[config.mk]
export PLATFORM = sky130hd
export DESIGN_NAME = secp256k1_resp_router
export DESIGN_NICKNAME = d
export VERILOG_FILES = /design/src/rtl/secp256k1_resp_router_pkg.sv /design/src/rtl/secp256k1_resp_fifo.sv /design/src/rtl/secp256k1_resp_router.sv
export SDC_FILE = /design/constraint.sdc
export NUM_CORES = 2
export LEC_CHECK = 0
export ABC_AREA = 1
export CAP_MARGIN = 20
export CORE_MARGIN = 3
export CORE_UTILIZATION = 40
export DETAILED_ROUTE_END_ITERATION = 8
export GPL_ROUTABILITY_DRIVEN = 0
export PLACE_DENSITY = 0.66
export SLEW_MARGIN = 20
export SYNTH_ARGS = -nofsm -noshare
export SYNTH_HDL_FRONTEND = slang
export SYNTH_SLANG_ARGS = --single-unit
[constraint.sdc]
create_clock -name i_clk -period 17 [get_ports i_clk]
set_clock_uncertainty 0.2 [all_clocks]
set_input_delay 4.25 -clock i_clk [delete_from_list [all_inputs] [get_ports i_clk]]
set_output_delay 4.25 -clock i_clk [all_outputs]
set_load 0.05 [all_outputs]
[src/rtl/secp256k1_resp_router_pkg.sv]
// Default geometry for the secp256k1 result return path. The entry layout is
// parameter-dependent, so it lives in the modules rather than here.
package secp256k1_resp_router_pkg;

    localparam int RR_NUM_OUT    = 2;
    localparam int RR_DAT_BITS   = 256;
    localparam int RR_CTL_BITS   = 8;
    localparam int RR_FIFO_DEPTH = 4;

endpackage

[src/rtl/secp256k1_resp_fifo.sv]
// Sync FIFO with the head entry on o_dat (zero when empty). Write to read takes 1 cycle.
// A push while full and a pop while empty are both ignored. The caller gates them.
module secp256k1_resp_fifo #(
    parameter int WIDTH = 8,
    parameter int DEPTH = 4
) (
    input  logic             i_clk,
    input  logic             i_rst_n,
    input  logic             i_push,
    input  logic [WIDTH-1:0] i_dat,
    input  logic             i_pop,
    output logic [WIDTH-1:0] o_dat,
    output logic             o_full,
    output logic             o_empty
);

    localparam int AW = $clog2(DEPTH);

    logic [WIDTH-1:0] mem [DEPTH];
    logic [AW:0]      wr_ptr;
    logic [AW:0]      rd_ptr;
    logic             do_push;
    logic             do_pop;

    // The extra pointer MSB tells a full FIFO from an empty one.
    assign o_empty = (wr_ptr == rd_ptr);
    assign o_full  = (wr_ptr[AW] != rd_ptr[AW]) && (wr_ptr[AW-1:0] == rd_ptr[AW-1:0]);
    assign do_push = i_push & ~o_full;
    assign do_pop  = i_pop & ~o_empty;
    assign o_dat   = o_empty ? '0 : mem[rd_ptr[AW-1:0]];

    always_ff @(posedge i_clk or negedge i_rst_n) begin
        if (!i_rst_n) begin
            wr_ptr <= '0;
            rd_ptr <= '0;
        end else begin
            if (do_push) wr_ptr <= wr_ptr + 1'b1;
            if (do_pop)  rd_ptr <= rd_ptr + 1'b1;
        end
    end

    always_ff @(posedge i_clk) begin
        if (do_push) mem[wr_ptr[AW-1:0]] <= i_dat;
    end

endmodule

[src/rtl/secp256k1_resp_router.sv]
// Steers tagged results from the shared secp256k1 unit to per-requester FIFOs. Latency is 1 cycle into an empty FIFO.
// o_rdy drops only when the FIFO addressed by the current tag is full. Bad tags are always consumed.
module secp256k1_resp_router
    import secp256k1_resp_router_pkg::*;
#(
    parameter int NUM_OUT    = RR_NUM_OUT,
    parameter int DAT_BITS   = RR_DAT_BITS,
    parameter int CTL_BITS   = RR_CTL_BITS,
    parameter int FIFO_DEPTH = RR_FIFO_DEPTH
) (
    input  logic                         i_clk,
    input  logic                         i_rst_n,
    input  logic [DAT_BITS-1:0]          i_dat,
    input  logic [CTL_BITS-1:0]          i_ctl,
    input  logic                         i_err,
    input  logic                         i_val,
    output logic                         o_rdy,
    output logic [NUM_OUT*DAT_BITS-1:0]  o_dat,
    output logic [NUM_OUT*CTL_BITS-1:0]  o_ctl,
    output logic [NUM_OUT-1:0]           o_err,
    output logic [NUM_OUT-1:0]           o_val,
    input  logic [NUM_OUT-1:0]           i_rdy,
    output logic                         o_bad_tag
);

    localparam int SEL_BITS = $clog2(NUM_OUT);
    localparam int ENT_BITS = DAT_BITS + CTL_BITS + 1;

    logic [SEL_BITS-1:0] tag;
    logic [CTL_BITS-1:0] ctl_clr;
    logic [NUM_OUT-1:0]  hit;
    logic [NUM_OUT-1:0]  full;
    logic [NUM_OUT-1:0]  empty;
    logic [NUM_OUT-1:0]  push;
    logic [NUM_OUT-1:0]  pop;
    logic [ENT_BITS-1:0] head [NUM_OUT];
    logic                tag_full;
    logic                tag_bad;
    logic                accept;

    assign tag = i_ctl[CTL_BITS-1 -: SEL_BITS];

    always_comb begin
        ctl_clr = i_ctl;
        ctl_clr[CTL_BITS-1 -: SEL_BITS] = '0;
    end

    always_comb begin
        hit      = '0;
        tag_full = 1'b0;
        for (int n = 0; n < NUM_OUT; n++) begin
            hit[n]   = (tag == SEL_BITS'(n));
            tag_full = tag_full | (hit[n] & full[n]);
        end
        tag_bad = ~|hit;
    end

    // No write-through when full: a same-cycle pop still leaves o_rdy low.
    assign o_rdy  = i_rst_n & (tag_bad | ~tag_full);
    assign accept = i_val & o_rdy;

    always_ff @(posedge i_clk or negedge i_rst_n) begin
        if (!i_rst_n) begin
            o_bad_tag <= 1'b0;
        end else if (accept && tag_bad) begin
            o_bad_tag <= 1'b1;
        end
    end

    for (genvar n = 0; n < NUM_OUT; n++) begin : g_out
        assign push[n] = accept & hit[n];
        assign pop[n]  = ~empty[n] & i_rdy[n];

        secp256k1_resp_fifo #(
            .WIDTH (ENT_BITS),
            .DEPTH (FIFO_DEPTH)
        ) u_fifo (
            .i_clk   (i_clk),
            .i_rst_n (i_rst_n),
            .i_push  (push[n]),
            .i_dat   ({i_dat, ctl_clr, i_err}),
            .i_pop   (pop[n]),
            .o_dat   (head[n]),
            .o_full  (full[n]),
            .o_empty (empty[n])
        );

        assign o_val[n]                        = ~empty[n];
        assign o_dat[n*DAT_BITS +: DAT_BITS]   = head[n][ENT_BITS-1 -: DAT_BITS];
        assign o_ctl[n*CTL_BITS +: CTL_BITS]   = head[n][CTL_BITS:1];
        assign o_err[n]                        = head[n][0];
    end

endmodule

==> impl_metrics.py <==
metrics = {
    "clock_network": {
        "path_clk_slew_ns": 0.06,
        "htree_levels": 4,
        "post_cts_buffers": 0,
        "cts_buffer_depth": 3,
        "cts_made_buffers": 212,
        "clk_latency_ns": 0.86,
        "cts.sinks": 2124,
        "holdBufCountCts": 0,
        "post_cts_resized": 0,
        "cts_tree": "built",
        "root_buffer": "clkbuf_16",
    },
    "grt": {
        "grt_usage": 0.209,
        "grt_pass1_wl_um": 340000,
        "globalRouteMet2Util": 0.326,
        "gr-max-usage-layer": "met2",
        "grtUsageMet1": 0.294,
        "overflow": 0,
        "grt_pass1_vias": 51300,
        "antenna_found_initial": 35,
        "grt_max_degree": 190,
        "use_met3": 0.0462,
    },
    "critical_path": {
        "arrival_ns": 6.51,
        "slowest_stage": "clkdlybuf4s50_1",
        "crit_path_end_kind": "primary output",
        "crit_path_frequent_cell": "clkdlybuf4s50_1",
        "path_delay_family": "buffers and inverters",
        "required_ns": 12.55,
        "critPathMaxStageDelay_ns": 0.94,
        "startpoint_type": "primary input",
        "path_cells": "clkdlybuf4s50_1 -> inv_1 -> nor2_1 -> clkdlybuf4s50_1",
        "crit_type": "in2out",
        "cp_max_fo": 15,
        "cp_num_buf_inv": 3,
    },
    "synthesis": {
        "synth-edff-count": 2112,
        "ys_types": 26,
        "syn_inst": 6330,
        "async_flop_share": 0.00565,
        "synth_area_per_cell_um2": 13.2,
        "yosysTopAreaCell": "edfxtp_1",
        "syn-cell-area_mm2": 0.0833,
        "synth-seq-area-share": 0.765,
        "ys_warn_count": 0,
        "synth_top_area_frac": 0.761,
        "synth_flop_cell": "edfxtp_1",
        "synth_area_leaders": "edfxtp_1 76%, nor2_1 6.0%, o21ai_0 4.8%",
        "ys_seq_elements": 2124,
    },
    "floorplanning": {
        "die_height_um": 462,
        "pin_count": 804,
        "core_area_mm2": 0.206,
        "dieArea_mm2": 0.214,
        "initial_utilization": 0.405,
        "rows": 166,
        "die_w_um": 462,
    },
    "finish": {
        "regArea_mm2": 0.0637,
        "drive_above_1_share": 0.0560,
        "area_delta_synth_final_pct": 20.5,
        "stdcell_count": 9979,
        "multiInputGateArea_mm2": 0.0154,
        "nets": 7293,
        "fillers": 17600,
    },
    "detailed_routing": {
        "wl_per_cell_um": 23.2,
        "viasPerCell": 5.38,
        "first_iter_violations": 5852,
        "drtAntennaViolNets": 0,
        "num_vias": 53700,
        "drc_errors": 0,
        "first_pass_iters": 7,
        "wl_um": 232000,
    },
    "sta": {
        "rsz0062_at_grt": "no",
        "slew_headroom": 0.171,
        "hold_ws_ns": 0.341,
        "setup_violations": 0,
        "hold_violations": 0,
        "worst_pin_slew_ns": 1.24,
        "period_share": 0.645,
        "fmaxAchievable_mhz": 91.2,
        "fin_crit_ns": 10.96,
        "finalSetupTns_ns": 0,
        "drv_slew": 0,
    },
    "placed_design": {
        "io_buffers": 800,
        "placed_cells": 9571,
        "place_hpwl_um": 134000,
    },
    "status": {
        "status": "completed",
    },
    "job": {
        "maxCapViolations": 0,
    },
    "min_path": {
        "holdCritPathClass": "reg2reg",
    },
}
==> kinds of logic after synthesis <==
| kind of cell | Yosys count | synth area share |
|---|---|---|
| adders and majority gates | 10 | 0.00150 |
| xor gates and xnor gates | 8 | 0.00107 |
| DFF | 2124 | 0.765 |
| buffers and inverters | 963 | 0.0511 |
| and+or+nand+nor | 1901 | 0.0864 |
| AOI/OAI and AO/OA | 1323 | 0.0953 |
| other | 1 | 0.0000450 |
==> worst reg2reg max path: cells and delay by family (launching register included) <==
kind | cells | cell delay, ns
buffers and inverters | 4 | 2.69
DFF | 1 | 0.82
and+or+nand+nor | 7 | 1.69
==> path summary, 6_finish.rpt <==
| check | slack [ns] | end | depth (start not counted) | from |
|---|---|---|---|---|
| worst max-delay path | 6.04 | o_rdy | 4 | i_rst_n |
| worst min-delay path | 0.34 | g_out[0].u_fifo.wr_ptr[2] | 2 | g_out[0].u_fifo.wr_ptr[2] |
| worst max register to register | 11.14 | g_out[1].u_fifo.mem[0][144] | 11 | g_out[0].u_fifo.rd_ptr[0] |
| worst min register to register | 0.34 | g_out[0].u_fifo.wr_ptr[2] | 2 | g_out[0].u_fifo.wr_ptr[2] |
| max in group asynchronous | 12.44 | g_out[1].u_fifo.rd_ptr[1] | 1 | i_rst_n |
| min in group asynchronous | 3.62 | g_out[0].u_fifo.wr_ptr[1] | 1 | i_rst_n |
==> layout by cell type (no fill, tap or decap), drive strengths merged, types with 19 or more instances in the layout <==
cell type / instances
clkdlybuf4s50: 800
nand2: 560
clkbuf: 256
bufinv: 19
inv: 558
buf: 79
o22ai: 264
o21ai: 794
diode: 25
o32ai: 264
edfxtp: 2112
clkinv: 93
nor2: 1330
==> Yosys cell counts, types with 2 or more instances <==
library cell,number
buf_1,5
buf_2,137
buf_4,44
buf_6,41
clkbuf_1,185
dfrtp_1,12
edfxtp_1,2112
ha_1,10
inv_1,548
inv_2,2
nand2_1,560
nand3_1,2
nand4_1,5
nand4_2,3
nor2_1,1329
o21ai_0,794
o22ai_1,264
o32ai_1,264
xor2_1,6
==> state kept, by name, indices dropped and copies added (netlist names) <==
signal               flops
g_out.u_fifo.mem      2112
g_out.u_fifo.rd_ptr      6
g_out.u_fifo.wr_ptr      6
==> layer usage <==
layer  routed length (µm)  share of wire
met5                  179        0.00077
met4                 5650          0.024
met3                20000          0.086
met2               107000           0.46
met1                98900           0.43
==> final cells by class <==
class                   count  area share
diodes                     25    0.000623
well taps                2772      0.0345
multi-input cells        3245       0.154
clock buffers             256      0.0553
flip-flops and latches   2124       0.634
repair buffers            879      0.0872
clock inverters           127      0.0134
inverters                 551      0.0209
==> through the flow <==
step / util / area (µm²) / setup slack, ns
5_1_grt: 0.488 / 100000 / 5.86
3_5_place_dp: 0.454 / 93500 / 6.04
2_1_floorplan: - / 83300 / 0.347
3_3_place_gp: 0.454 / 93500 / 5.95
6_report: 0.488 / 100000 / 6.04
4_1_cts: 0.488 / 100000 / 6.04
Power is left out: the tool's default activity adds up to more than one toggle a clock period on the data nets, which glitch-free logic cannot reach.
